## src/rtl/word_align_pkg.sv

```systemverilog
// Shared constants and FSM state encodings for the word alignment controller.
package word_align_pkg;

  localparam int WORD_W      = 8;
  localparam int OFFSET_W    = 3;
  localparam int ATTEMPT_MAX = 15;

  typedef logic [2:0] state_t;

  localparam state_t ST_IDLE   = 3'd0;
  localparam state_t ST_MANUAL = 3'd1;
  localparam state_t ST_SEARCH = 3'd2;
  localparam state_t ST_LOCKED = 3'd3;
  localparam state_t ST_FAIL   = 3'd4;

endpackage

```

## src/rtl/word_align_shifter.sv

```systemverilog
// Bit-slip datapath: picks an 8-bit window from {prev_word, data_in}, 1-cycle registered output.
// No backpressure; cand_sel is combinational so the FSM compares the word as it arrives.
module word_align_shifter
  import word_align_pkg::*;
(
  input  logic                clk160,
  input  logic                rstb,
  input  logic [WORD_W-1:0]   data_in,
  input  logic                data_valid,
  input  logic [OFFSET_W-1:0] offset,
  output logic [WORD_W-1:0]   cand_sel,
  output logic [WORD_W-1:0]   data_out,
  output logic                data_out_valid
);

  logic [WORD_W-1:0]   prev_q;
  logic [WORD_W-1:0]   data_out_q;
  logic                data_out_valid_q;
  logic [2*WORD_W-1:0] cat;
  logic [2*WORD_W-1:0] cat_sh;

  // Offset k takes cat[15-k:8-k]; offset 0 is the previous word untouched.
  assign cat      = {prev_q, data_in};
  assign cat_sh   = cat << offset;
  assign cand_sel = cat_sh[2*WORD_W-1:WORD_W];

  always_ff @(posedge clk160) begin
    if (!rstb) begin
      prev_q           <= '0;
      data_out_q       <= '0;
      data_out_valid_q <= 1'b0;
    end else begin
      if (data_valid) prev_q <= data_in;
      data_out_q       <= cand_sel;
      data_out_valid_q <= data_valid;
    end
  end

  assign data_out       = data_out_q;
  assign data_out_valid = data_out_valid_q;

endmodule

```

## src/rtl/word_align_ctrl.sv

```systemverilog
// Word alignment FSM: auto search / manual offset, lock tracking; data_out one cycle after data_in, no backpressure.
// Optional sync_err_cnt output when WORD_ALIGN_ERRCNT_EN is defined.
module word_align_ctrl
  import word_align_pkg::*;
#(
  parameter int LOCK_COUNT     = 16,
  parameter int UNLOCK_COUNT   = 4,
  parameter int SEARCH_TIMEOUT = 64
) (
  input  logic                clk160,
  input  logic                rstb,
  input  logic [WORD_W-1:0]   data_in,
  input  logic                data_valid,
  input  logic                delay_ready,
  input  logic                align_mode,
  input  logic [OFFSET_W-1:0] manual_offset,
  input  logic [WORD_W-1:0]   sync_pattern,
  input  logic                track_en,
  input  logic                restart,
  output logic [WORD_W-1:0]   data_out,
  output logic                data_out_valid,
  output logic [OFFSET_W-1:0] offset,
  output logic                aligned,
  output logic                align_fail,
`ifdef WORD_ALIGN_ERRCNT_EN
  output logic [15:0]         sync_err_cnt,
`endif
  output logic [3:0]          attempts
);

  localparam int MW = $clog2(LOCK_COUNT) + 1;
  localparam int WW = $clog2(SEARCH_TIMEOUT) + 1;
  localparam int UW = $clog2(UNLOCK_COUNT) + 1;

  localparam logic [MW-1:0] LOCK_LAST = MW'(LOCK_COUNT - 1);
  localparam logic [WW-1:0] TO_LAST   = WW'(SEARCH_TIMEOUT - 1);
  localparam logic [UW-1:0] UNL_LAST  = UW'(UNLOCK_COUNT - 1);

  state_t              state_q, state_d;
  logic [OFFSET_W-1:0] offset_q, offset_d;
  logic [MW-1:0]       match_cnt_q, match_cnt_d;
  logic [WW-1:0]       word_cnt_q, word_cnt_d;
  logic [UW-1:0]       miss_cnt_q, miss_cnt_d;
  logic [3:0]          attempts_q, attempts_d;
  logic [OFFSET_W-1:0] sweep_q, sweep_d;
  logic [WORD_W-1:0]   cand_sel;
  logic                is_match;

  word_align_shifter u_shifter (
    .clk160         (clk160),
    .rstb           (rstb),
    .data_in        (data_in),
    .data_valid     (data_valid),
    .offset         (offset_q),
    .cand_sel       (cand_sel),
    .data_out       (data_out),
    .data_out_valid (data_out_valid)
  );

  assign is_match = (cand_sel == sync_pattern);

  always_comb begin
    state_d     = state_q;
    offset_d    = offset_q;
    match_cnt_d = match_cnt_q;
    word_cnt_d  = word_cnt_q;
    miss_cnt_d  = miss_cnt_q;
    attempts_d  = attempts_q;
    sweep_d     = sweep_q;
    if (restart || !delay_ready) begin
      state_d    = ST_IDLE;
      attempts_d = '0;
    end else begin
      case (state_q)
        ST_IDLE: begin
          attempts_d = '0;
          if (align_mode) begin
            state_d     = ST_SEARCH;
            offset_d    = '0;
            match_cnt_d = '0;
            word_cnt_d  = '0;
            miss_cnt_d  = '0;
            sweep_d     = '0;
          end else begin
            state_d = ST_MANUAL;
          end
        end
        ST_MANUAL: begin
          if (align_mode) state_d = ST_IDLE;
          else            offset_d = manual_offset;
        end
        ST_SEARCH: begin
          if (data_valid) begin
            // Lock takes priority over a timeout landing on the same word.
            if (is_match && match_cnt_q == LOCK_LAST) begin
              state_d     = ST_LOCKED;
              match_cnt_d = '0;
              word_cnt_d  = '0;
              miss_cnt_d  = '0;
            end else if (word_cnt_q == TO_LAST) begin
              offset_d    = offset_q + 1'b1;
              attempts_d  = (attempts_q == 4'(ATTEMPT_MAX)) ? attempts_q : attempts_q + 4'd1;
              match_cnt_d = '0;
              word_cnt_d  = '0;
              sweep_d     = sweep_q + 1'b1;
              if (sweep_q == '1) state_d = ST_FAIL;
            end else begin
              match_cnt_d = is_match ? match_cnt_q + 1'b1 : '0;
              word_cnt_d  = word_cnt_q + 1'b1;
            end
          end
        end
        ST_LOCKED: begin
          if (track_en && data_valid) begin
            if (is_match) begin
              miss_cnt_d = '0;
            end else if (miss_cnt_q == UNL_LAST) begin
              state_d     = ST_SEARCH;
              match_cnt_d = '0;
              word_cnt_d  = '0;
              miss_cnt_d  = '0;
              sweep_d     = '0;
            end else begin
              miss_cnt_d = miss_cnt_q + 1'b1;
            end
          end
        end
        ST_FAIL: begin
          if (!align_mode) state_d = ST_IDLE;
        end
        default: state_d = ST_IDLE;
      endcase
    end
  end

  always_ff @(posedge clk160) begin
    if (!rstb) begin
      state_q     <= ST_IDLE;
      offset_q    <= '0;
      match_cnt_q <= '0;
      word_cnt_q  <= '0;
      miss_cnt_q  <= '0;
      attempts_q  <= '0;
      sweep_q     <= '0;
    end else begin
      state_q     <= state_d;
      offset_q    <= offset_d;
      match_cnt_q <= match_cnt_d;
      word_cnt_q  <= word_cnt_d;
      miss_cnt_q  <= miss_cnt_d;
      attempts_q  <= attempts_d;
      sweep_q     <= sweep_d;
    end
  end

`ifdef WORD_ALIGN_ERRCNT_EN
  logic [15:0] err_cnt_q;

  always_ff @(posedge clk160) begin
    if (!rstb) begin
      err_cnt_q <= '0;
    end else if (restart || (state_d == ST_SEARCH && state_q != ST_SEARCH)) begin
      err_cnt_q <= '0;
    end else if (state_q == ST_LOCKED && track_en && data_valid && !is_match &&
                 err_cnt_q != 16'hFFFF) begin
      err_cnt_q <= err_cnt_q + 16'd1;
    end
  end

  assign sync_err_cnt = err_cnt_q;
`else
  // Error counter is not built in this configuration.
`endif

  assign offset     = offset_q;
  assign aligned    = (state_q == ST_MANUAL) || (state_q == ST_LOCKED);
  assign align_fail = (state_q == ST_FAIL);
  assign attempts   = attempts_q;

endmodule

```

## config.mk

```make
export PLATFORM = sky130hd
export DESIGN_NAME = word_align_ctrl
export DESIGN_NICKNAME = d
export VERILOG_FILES = /design/src/rtl/word_align_pkg.sv /design/src/rtl/word_align_shifter.sv /design/src/rtl/word_align_ctrl.sv
export SDC_FILE = /design/constraint.sdc
export NUM_CORES = 1
export LEC_CHECK = 0
export ABC_CLOCK_PERIOD_IN_PS = 6850
export CAP_MARGIN = 40
export CORE_MARGIN = 1
export CORE_UTILIZATION = 37
export CTS_CLUSTER_SIZE = 16
export DETAILED_ROUTE_END_ITERATION = 6
export HOLD_SLACK_MARGIN = 0.08
export PLACE_DENSITY = 0.68
export SKIP_LAST_GASP = 1
export SLEW_MARGIN = 0
export SYNTH_ARGS = -nofsm -noshare
export SYNTH_HDL_FRONTEND = slang
export SYNTH_SLANG_ARGS = --single-unit
```

## constraint.sdc

```tcl
create_clock -name clk160 -period 6.85 [get_ports clk160]
set_input_delay 2.055 -clock clk160 [delete_from_list [all_inputs] [get_ports clk160]]
set_output_delay 2.055 -clock clk160 [all_outputs]
set_load 0.03 [all_outputs]
```

Word level (Yosys, flattened, before mapping) --
Index checks and enable logic that the tools add are counted.
Storage, ports and cells: input bits 26, output and inout bits 18, word-level logic and storage cells 110, bits in registers 45
Cells by class: reductions and logical operators 16, equal/unequal tests 24, mux-type cells 51, shifts and indexed selects 1, add/sub/neg operators 6, bitwise operators 2
Operators with widths (number):
- two-way mux 3 bit | 24
- two-way mux 7 bit | 7
- two-way mux 5 bit | 8
- case mux 3 bit (3 select lines) | 3
- != test 2 bit, second input constant | 12
- case mux 7 bit (3 select lines) | 1
- two-way mux 4 bit | 4
- left shift 16 x 3 -> 16 bit | 1
- case mux 3 bit (5 select lines) | 1
- case mux 5 bit (3 select lines) | 1
- AND reduction 7 bit | 2
- adder 3 x 1 -> 3 bit, second input constant | 3
- equality test 3 x 2 -> 1 bit, second input constant | 3
- AND reduction 9 bit | 1
- equality test 8 bit | 1
- case mux 4 bit (2 select lines) | 1
- AND reduction 8 bit | 1
- adder 7 x 1 -> 7 bit, second input constant | 1
- equality test 7 x 6 -> 1 bit, second input constant | 1
- equality test 3 bit, second input constant | 2
- != test 3 bit, second input constant | 2
- AND reduction 6 bit | 1
- nonzero test 3 bit | 2
- adder 5 x 1 -> 5 bit, second input constant | 1
- 13 further kinds | 16

Logic depth before layout (Yosys ltp) --
word-level depth 7, gate-level depth with buffers 11, depth with buffers taken out 9

By module --
From an unflattened synthesis, not the netlist that was laid out.
Unflattened totals: cell total of the unflattened synthesis 330, area total of the unflattened synthesis 2783.9 um^2
Modules (own cells, without submodules):
- word_align_ctrl | instances 1, sequential area each 560.5 um^2, cells each 223, area each 1781.7 um^2
- word_align_shifter | instances 1, sequential area each 340.3 um^2, cells each 107, area each 1002.2 um^2

Least setup slack after synthesis --
OpenSTA, ideal clock, no wires.
path kind input-to-reg, from in data_in[7], to reg miss_cnt_q[0], cell stages on the path 7, buffers on the path 0, library setup time 0.121 ns, path slack 2.674 ns, data required time 6.729 ns, data arrival time 4.055 ns, cell sequence mux2_4 -> a221o_1 -> xor2_1 -> nor4_4 -> nand3_2 -> a21oi_1 -> mux2_2
Between the ends: word-level cells in the longest chain between the ends 5, elaborated cells on any way between the ends 8, those cells by class eq/ne (2); shift (1); mux (3); reduce/logical (2)
RTL lines:
- start, declared | line word_align_ctrl.sv:12 | input logic [WORD_W-1:0] data_in,
- left shift 16 x 3 -> 16 bit (*) | line word_align_shifter.sv:24 | assign cat_sh = cat << offset;
- equality test 8 bit (*) | line word_align_ctrl.sv:60 | assign is_match = (cand_sel == sync_pattern);
- two-way mux 3 bit / logical AND 1 bit (equally long branches) | line word_align_ctrl.sv:115, word_align_ctrl.sv:95
- two-way mux 3 bit / != test 2 bit (equally long branches)
- case mux 3 bit (3 select lines) / AND reduction 6 bit (equally long branches)
- end signal, assigned | line word_align_ctrl.sv:150 | miss_cnt_q <= miss_cnt_d;
- end, declared | line word_align_ctrl.sv:43 | logic [UW-1:0] miss_cnt_q, miss_cnt_d;
Mark *: on every way between the ends. The rest lies on a longest branch, timed or not. The select of a mux whose other input is x is not followed. A chain may end at the register's enable or synchronous reset.

Final worst setup path --
from in data_in[7], to reg match_cnt_q[2]
Between the ends: word-level cells in the longest chain between the ends 7, elaborated cells on any way between the ends 10, those cells by class eq/ne (2); shift (1); mux (5); reduce/logical (2)
RTL lines:
- left shift 16 x 3 -> 16 bit (*) | line word_align_shifter.sv:24
- equality test 8 bit (*) | line word_align_ctrl.sv:60
- two-way mux 5 bit | line word_align_ctrl.sv:108 | match_cnt_d = is_match ? match_cnt_q + 1'b1 : '0;
- two-way mux 5 bit | line word_align_ctrl.sv:100 | end else if (word_cnt_q == TO_LAST) begin
- two-way mux 5 bit | line word_align_ctrl.sv:95 | if (is_match && match_cnt_q == LOCK_LAST) begin
- two-way mux 5 bit | line word_align_ctrl.sv:93 | if (data_valid) begin
- case mux 5 bit (3 select lines) | line word_align_ctrl.sv:74 | case (state_q)
- end signal, assigned | line word_align_ctrl.sv:148 | match_cnt_q <= match_cnt_d;
- end, declared | line word_align_ctrl.sv:41 | logic [MW-1:0] match_cnt_q, match_cnt_d;
Marks and branches as above.

==> results.json <==
{
  "finalWorstSetupSlack_ns": 2.00,
  "fin_util_pct": 46.7,
  "n_fill_cell": 733,
  "tightest_slew_ns": 0.878,
  "placed_area_um2": 3290,
  "synthArstFlopShare_pct": 0,
  "hp-class": "reg -> reg",
  "final_common_cell": "dfxtp_1",
  "grt_overflow": 0,
  "crit_family": "compound AO/OA/AOI/OAI gates",
  "synth_top_family_by_area": "simple AND/OR/NAND/NOR gates",
  "fin_nets": 397,
  "cp_num_buf_inv": 1,
  "drive_gt1_share_pct": 7.42,
  "clk_pin_slew_ns": 0.09,
  "syn_area_um2": 2800,
  "drt-initial-drc-count": 107,
  "yosys_warnings": 0,
  "rsz0062_at_grt": "no",
  "finalSetupTns_ns": 0,
  "crit_chain": "clkdlybuf4s50_1 -> mux2_4 -> a221oi_1 -> xnor2_1 -> or4_4 -> o211ai_2 -> a21oi_1 -> nor3_1",
  "relSlewSlack_pct": 41.3,
  "min_period_ns": 4.85,
  "post-place-ws_ns": 1.76,
  "cts_tree": "yes",
  "wl_um": 6920,
  "synth_area_leaders": "dfxtp_1, mux2i_1, nand2_1",
  "dpl.hpwl_um": 5050,
  "synthAdderAreaFrac_pct": 3.57,
  "synth.yosys.seq_area_share_pct": 32.2,
  "startpoint": "data_in[7]",
  "timing.final.crit_share_pct": 70.9,
  "stdcell_area_um2": 3400,
  "rr_endpoint": "match_cnt_q[2]$_SDFFE_PN0P_",
  "route.detailed.drc": 0,
  "syn_inst": 328,
  "grt_start_max_net_pins": 27,
  "ys_ff_latch": 45,
  "vias_per_cell": 5.47,
  "setup-violations-final": 0,
  "crit_type": "in -> reg",
  "synth_simple_gate_area_share_pct": 25.3,
  "hold_violations": 0,
  "avgSynthCellArea_um2": 8.54,
  "multi_input_comb_area_um2": 1790,
  "ios": 44,
  "peakVddDrop_uv": 93.6,
  "yosysTopAreaCellShare_pct": 32.2,
  "cts_buffers": 5,
  "grt_pass1_wl_um": 10700,
  "clock_latency_ns": 0.29,
  "rows": 31,
  "syn2layout_area_growth_pct": 21.5,
  "fmax_mhz": 206,
  "max_stage_delay_ns": 0.48,
  "die_h_um": 89.0,
  "cp.depth": 8,
  "dieArea_um2": 7920,
  "drtPass1Iterations": 4,
  "htree_num_levels": 2,
  "register_area_um2": 901,
  "ant_nets": 0,
  "portBuffers": 43,
  "maxCapViolCount": 0,
  "antenna_found_initial": 0,
  "synth_compound_gate_area_share_pct": 18.8,
  "cts_setup_buffers": 0,
  "start_util_pct": 38.4,
  "worstPathMaxFanout": 11,
  "synth-edff-count": 0,
  "muxShareOfSynthArea_pct": 13.5,
  "cts_num_sinks": 45,
  "reg2reg_depth": 7,
  "endpoint_kind": "register",
  "synth_nets": 362,
  "rrSetupSlack_ns": 3.48,
  "avgRoutedWirePerCell_um": 14.9,
  "num_antenna_cells": 0,
  "yosysTopAreaCell": "dfxtp_1",
  "p_leak_nw": 1.22,
  "vias": 2532,
  "critPathSlowestCell": "or4_4",
  "critPathCapture": "match_cnt_q[2]$_SDFFE_PN0P_",
  "report.final.slew_viol_count": 0,
  "core_area_um2": 7290,
  "status": "finished clean",
  "arrival_ns": 5.06,
  "final_cell_mix": "dfxtp_1, clkdlybuf4s50_1, nand2_1",
  "cellPowerDensity_nw_per_um2": 166,
  "cts_resized": 0,
  "synth-main-ff-cell": "dfxtp_1",
  "fin_skew_ns": 0.0110,
  "cts.path.max_buffers": 2,
  "synth-xor-area-share_pct": 2.81,
  "die_w_um": 89.0,
  "hold_buffers": 0,
  "grt_pass1_vias": 2302,
  "grt.total_usage_pct": 17.2,
  "cts-root-buf": "clkbuf_8",
  "worstPathRequired_ns": 7.05,
  "r2r-start": "offset[1]$_SDFFE_PN0P_",
  "startpoint_type": "input port",
  "place.gp.congestion": 0.869,
  "synth.distinct_cells": 52
}
-- worst min-delay path by stage --
stage,start,endpoint,slack (ns),cells after the start
after floorplan,word_cnt_q[6]$_SDFFE_PN0P_,word_cnt_q[6]$_SDFFE_PN0P_,0.41,2
after global placement,word_cnt_q[6]$_SDFFE_PN0P_,word_cnt_q[6]$_SDFFE_PN0P_,0.42,2
after detailed placement,word_cnt_q[6]$_SDFFE_PN0P_,word_cnt_q[6]$_SDFFE_PN0P_,0.43,2
after CTS,word_cnt_q[6]$_SDFFE_PN0P_,word_cnt_q[6]$_SDFFE_PN0P_,0.44,2
after global routing,miss_cnt_q[2]$_SDFFE_PN0P_,miss_cnt_q[2]$_SDFFE_PN0P_,0.47,2
final,word_cnt_q[6]$_SDFFE_PN0P_,word_cnt_q[6]$_SDFFE_PN0P_,0.45,2
-- logic make-up (layout without fill, tap and decap cells) --
| kind of cell | count (synthesis) | count (layout) |
|---|---|---|
| compound gates | 72 | 72 |
| xor+xnor | 9 | 9 |
| fa+ha+maj | 8 | 8 |
| buf+inv | 22 | 58 |
| flops | 45 | 45 |
| mux | 36 | 36 |
| simple gates | 136 | 136 |
-- area by class of cell --
class                           count  area share [%]
Multi-Input combinational cell    261            52.7
Sequential cell                    45            26.5
Timing Repair Buffer               44            13.1
Tap cell                           99            3.64
Clock buffer                        7            2.54
Clock inverter                      1           0.882
Inverter                            6           0.662
-- state kept, by name (all words and copies together), names as in the netlist --
signal / flops
attempts: 4
match_cnt_q: 5
miss_cnt_q: 3
offset: 3
state_q: 3
sweep_q: 3
u_shifter.data_out: 8
u_shifter.data_out_valid: 1
u_shifter.prev_q: 8
word_cnt_q: 7
-- routing by layer --
layer,global-route usage (%),wire (um),up-vias
met1,24.0,3480,1202
li1,-,-,1283
met5,0,0,-
met2,27.8,3180,39
met4,4.18,70,0
met3,2.86,183,8
-- tightest hold or removal path, cell delays in order, from the launching register on --
cell	delay, ns
dfxtp_1	0.32
nand2_1	0.05
nor2_1	0.04
-- report_power, final --
group | switching [mW] | internal, mW | total, mW | leakage, nW
sequential | 0.00527 | 0.267 | 0.273 | 0.365
combinational | 0.0478 | 0.0393 | 0.0871 | 0.797
clock | 0.0863 | 0.119 | 0.205 | 0.0585
total | 0.139 | 0.426 | 0.565 | 1.22
-- per-stage QoR --
step	power, mW	hold slack, ns	std cells
detailed placement	0.365	0.429	455
global route	0.588	0.473	463
finish	0.565	0.452	463
CTS	0.570	0.444	463
floorplan	0.331	0.412	328
global placement	0.364	0.419	454
-- Yosys cell counts, types with 8 or more instances --
cell and count:
nand2_1 41, nor2_1 29, o21ai_0 12, nand3_1 15, clkbuf_1 9, ha_1 8, mux2i_1 30, a21oi_1 10
and2_1 9, o22ai_1 12, dfxtp_1 45, or3_1 8
Note: power is estimated with default switching activity, not from simulation.
==> edit 1: new RTL, config.mk and constraints unchanged <==
Change the parameter `SEARCH_TIMEOUT` from 64 to 128.
--- a/src/rtl/word_align_ctrl.sv
+++ b/src/rtl/word_align_ctrl.sv
@@ -5,7 +5,7 @@
 #(
   parameter int LOCK_COUNT     = 16,
   parameter int UNLOCK_COUNT   = 4,
-  parameter int SEARCH_TIMEOUT = 64
+  parameter int SEARCH_TIMEOUT = 128
 ) (
   input  logic                clk160,
   input  logic                rstb,
Function: same outputs for any inputs over 4 cycles, from zero or initial values and one cycle with rstb low; that may be too few to reach the edited logic, so the function may still have changed.
==> edit 1 against the original RTL <==
Sequential cell count is 1 higher; setup slack worse by 0.097 ns; total power is 9.6% lower; clock skew is 0.0031 ns lower; hold slack worse by 0.0034 ns; largest power group unchanged; critical endpoint is now state_q[1]; area after synthesis is 2.8% higher; wire length is 2.7% lower; cell area is 0.96% higher.
==> edit 1: results (changes against the original RTL) <==
Status -> finished clean
Leak pwr -> 0.001120 uW (-8.2%)
Placed insts -> 448 (-1.5%)
Synth top area cells -> dfxtp_1 (32%), mux2i_1 (11%), mux4_2 (6.3%)
Worst hold path class -> flop to flop
WL met1 -> 3220 um (-7.5%)
Met3 Routed Length -> 269 um (+47%)
Vias in the first global route -> 2263 (-1.7%)
Met1 Track Usage GR -> 23.54% (-0.43 points)
DR top layer -> met4
Worst Max-Slew Pin Slew -> 0.8784 ns (+0.0002212 ns)
Total Wirelength -> 6733 um (-2.7%)
Maximum vdd drop -> 0.1034 mV (+10%)
Clk_skew -> 0.007918 ns (-0.003109 ns)
Grt met2 use -> 27.29% (-0.47 points)
Family with the most delay on the worst path -> simple AND/OR/NAND/NOR gates
Global placer's final weighted congestion -> 0.7801 (-10%)
Pre-CTS setup slack -> 1.621 ns (-0.1374 ns)
Largest net degree at the start of global routing -> 36 (+33%)
Sequential element share of the synthesized area -> 31.99% (-0.17 points)
First-pass GRT wire length -> 11390 um (+6.1%)
Critical Path AT -> 5.14 ns (+0.08 ns)
CTS clk-pin slew, worst paths -> 0.08 ns
DRT iter0 DRCs -> 145 (+36%)
Post-cts sizing count -> 0 (unchanged)
Longest Clk Path Bufs -> 2 (unchanged)
Met3 Track Usage GR -> 2.538% (-0.32 points)
Vias -> 2555 (+0.91%)
WL met2 -> 3157 um (-0.75%)
First-pass DRT Iterations -> 4 (unchanged)
Worst-path fanout max -> 8 (-3)
Mapped Nets -> 354 (-2.2%)
Critical Path Max Stage Delay -> 0.73 ns (+0.25 ns)
Synth cell types -> 54 (+3.8%)
Layout Cells excl Fill -> 456 (-1.5%)
Layout Nets -> 391 (-1.5%)
Crit-path slowest cell -> nor4_2
Layout cells sized above 1 -> 8.683% (+1.3 points)
Total Routing Usage GR -> 17.04% (-0.15 points)
Post-Synthesis Cells -> 320 (-2.4%)
Dpl hpwl -> 5029 um (-0.45%)
Post-synth top cells -> dfxtp_1 (46), mux2i_1 (31), nor2_1 (30), nand2_1 (17), o21ai_0 (16)
edit 1: worst paths after layout:
| path | to | startpoint | slack [ns] | cells past startpoint |
|---|---|---|---|---|
| worst max-delay path | state_q[1] | data_in[5] | 1.90 | 8 |
| worst min-delay path | miss_cnt_q[2] | miss_cnt_q[2] | 0.45 | 2 |
| worst max register to register | state_q[1] | offset[1] | 3.13 | 7 |
| worst min register to register | miss_cnt_q[2] | miss_cnt_q[2] | 0.45 | 2 |
edit 1: cells by family after synthesis:
family,after synthesis,synth area share (%)
AND/OR/NAND/NOR,120,22.64
AO/OA/AOI/OAI,69,16.73
flip-flops,46,31.99
multiplexers,40,17.82
buffers and inverters,30,5.215
adder cells (fa/ha/maj),8,3.477
XOR/XNOR,7,2.130
edit 1: final cells by class:
cell class	count	area, sq um
Clock buffer	7	76.32
Fill cell	725	3934
Multi-Input combinational cell	244	1808
Timing Repair Buffer	48	461.7
Inverter	12	45.04
Tap cell	99	123.9
Sequential cell	46	920.9
edit 1: power by group:
group / leakage [uW] / total (uW) / switching [uW] / internal, uW
combinational: 0.000708 / 76.7 / 40.4 / 36.3
sequential: 0.000373 / 279 / 5.67 / 273
clock: 0.0000383 / 155 / 84.8 / 70.4
edit 1: tightest hold or removal path, cell delays in order, from the launching register on:
cell and delay (ns):
dfxtp_1 0.30, inv_1 0.06, nor3_1 0.05
edit 1: stage by stage:
stage	hold slack (ns)	utilization (%)	cell area [sq um]
floorplan	0.4216	-	2879
finish	0.4487	46.62	3436
global placement	0.4354	45.47	3351
detailed placement	0.4418	45.52	3354
global route	0.4634	46.62	3436
CTS	0.4525	46.55	3431
==> edit 2: new RTL, config.mk and constraints unchanged <==
Made on the original files. Take the reset off `data_out_q` and load it in a clocked block of its own.
--- a/src/rtl/word_align_shifter.sv
+++ b/src/rtl/word_align_shifter.sv
@@ -27,13 +27,15 @@
   always_ff @(posedge clk160) begin
     if (!rstb) begin
       prev_q           <= '0;
-      data_out_q       <= '0;
       data_out_valid_q <= 1'b0;
     end else begin
       if (data_valid) prev_q <= data_in;
-      data_out_q       <= cand_sel;
       data_out_valid_q <= data_valid;
     end
+  end
+
+  always_ff @(posedge clk160) begin
+    data_out_q <= cand_sel;
   end
 
   assign data_out       = data_out_q;
Formal check against the unedited RTL: differs if rstb is asserted again (counterexample within 4 cycles, from zero or initial values and one cycle with rstb low); with rstb held inactive, the same outputs for 10 cycles.
==> edit 2 against the original RTL <==
Sequential power about the same; total power decreased by 8.1%; via count decreased by 10%; clock skew decreased by 0.0027 ns; wire length decreased by 15%; cell area decreased by 0.51%; sequential cell count unchanged; setup slack got worse by 0.045 ns; maximum frequency decreased by 0.92%; area after synthesis increased by 1.2%; sequential share of layout area increased by 0.14 points; synthesized cell count decreased by 11%.
==> edit 2: results (changes against the original RTL) <==
Cell Area, Placed -> 0.003303 sq mm (+0.49%)
Grt met2 use -> 23.39% (-4.4 points)
Wire length per cell -> 13.78 um (-7.7%)
Critical Path AT -> 5.13 ns (+0.07 ns)
Reg area -> 900.9 sq um (unchanged)
XOR/XNOR Fraction of Synth Area -> 2.958% (+0.14 points)
Layout Cells excl Fill -> 427 (-7.8%)
Maximum vdd drop -> 0.06753 mV (-28%)
Post-Synth Adder-Cell Area -> 3.532% (-0.041 points)
Clock buffer count -> 6 (-1)
Global placer's final weighted congestion -> 0.7866 (-9.5%)
Mux cell area share after synthesis -> 16.38% (+2.8 points)
Met1 Track Usage GR -> 22.23% (-1.7 points)
Mapped Nets -> 325 (-10%)
Worst slew margin -> 48.21% (+6.9 points)
Total Routing Usage GR -> 15.58% (-1.6 points)
Post-Synthesis Cells -> 291 (-11%)
Post-synth top cells -> dfxtp_1 (45), nand2_1 (26), mux2i_1 (13), nor2_1 (13)
Critical Path Max Stage Delay -> 0.58 ns (+0.10 ns)
Multi-input gates -> 219 (-16%)
Status -> finished clean
Vias in the first global route -> 2023 (-12%)
Family with the most delay on the worst path -> compound AO/OA/AOI/OAI gates
Largest net degree at the start of global routing -> 45 (+67%)
Non-clock buffering overhead -> 12.93% (-0.15 points)
First-pass GRT wire length -> 9639 um (-10%)
Fill count -> 678 (-7.5%)
Non-clk invs -> 12 (+6)
Vias per Instance -> 5.337 (-2.4%)
Flip-flop and latch count -> 45 (unchanged)
WL met1 -> 3001 um (-14%)
Crit-path slowest cell -> a21boi_2
Layout cells sized above 1 -> 11.59% (+4.2 points)
Die width -> 89.52 um (+0.56%)
Multi-input logic portion of the cell area -> 53.03% (+0.31 points)
WL met2 -> 2581 um (-19%)
ClkCell Share -> 2.439% (-0.98 points)
Leak pwr -> 0.001201 uW (-1.6%)
Clk_skew -> 0.008281 ns (-0.002746 ns)
Layout Nets -> 361 (-9.1%)
Synth cell types -> 60 (+15%)
DRT iter0 DRCs -> 108 (+0.93%)
Synth top area cells -> dfxtp_1 (32%), mux4_2 (5.6%), mux2i_1 (4.6%)
Complex-gate fraction of the synthesized area -> 18.54% (-0.26 points)
Met3 Routed Length -> 236 um (+29%)
Area Overhead vs Synth -> 19.47%
edit 2: changes by cell type in the layout (fill, tap and decap cells not counted), sizes merged, moves of 7 or more:
cell	unedited run	this run
mux4	0	9
nor2	29	13
nand2	41	26
mux2i	30	14
nor2b	5	12
edit 2: worst paths after layout:
kind	start	endpoint	slack, ns	cells past startpoint
max reg2reg	offset[0]	sweep_q[1]	3.28	8
min reg2reg	word_cnt_q[6]	word_cnt_q[6]	0.44	2
min	word_cnt_q[6]	word_cnt_q[6]	0.44	2
max	data_in[7]	sweep_q[1]	1.95	9
edit 2: worst reg2reg max path: cells and delay by family (launching register included):
kind,cells,cell delay (ns)
xor+xnor,1,0.16
flops,1,0.81
compound gates,3,1.16
mux,3,1.20
simple gates,1,0.16
edit 2: power by group:
group / leakage, uW / switching (uW) / internal, uW
Clock: 0.0000450 / 85.4 / 70.8
Sequential: 0.000366 / 5.92 / 268
Combinational: 0.000790 / 44.5 / 44.4
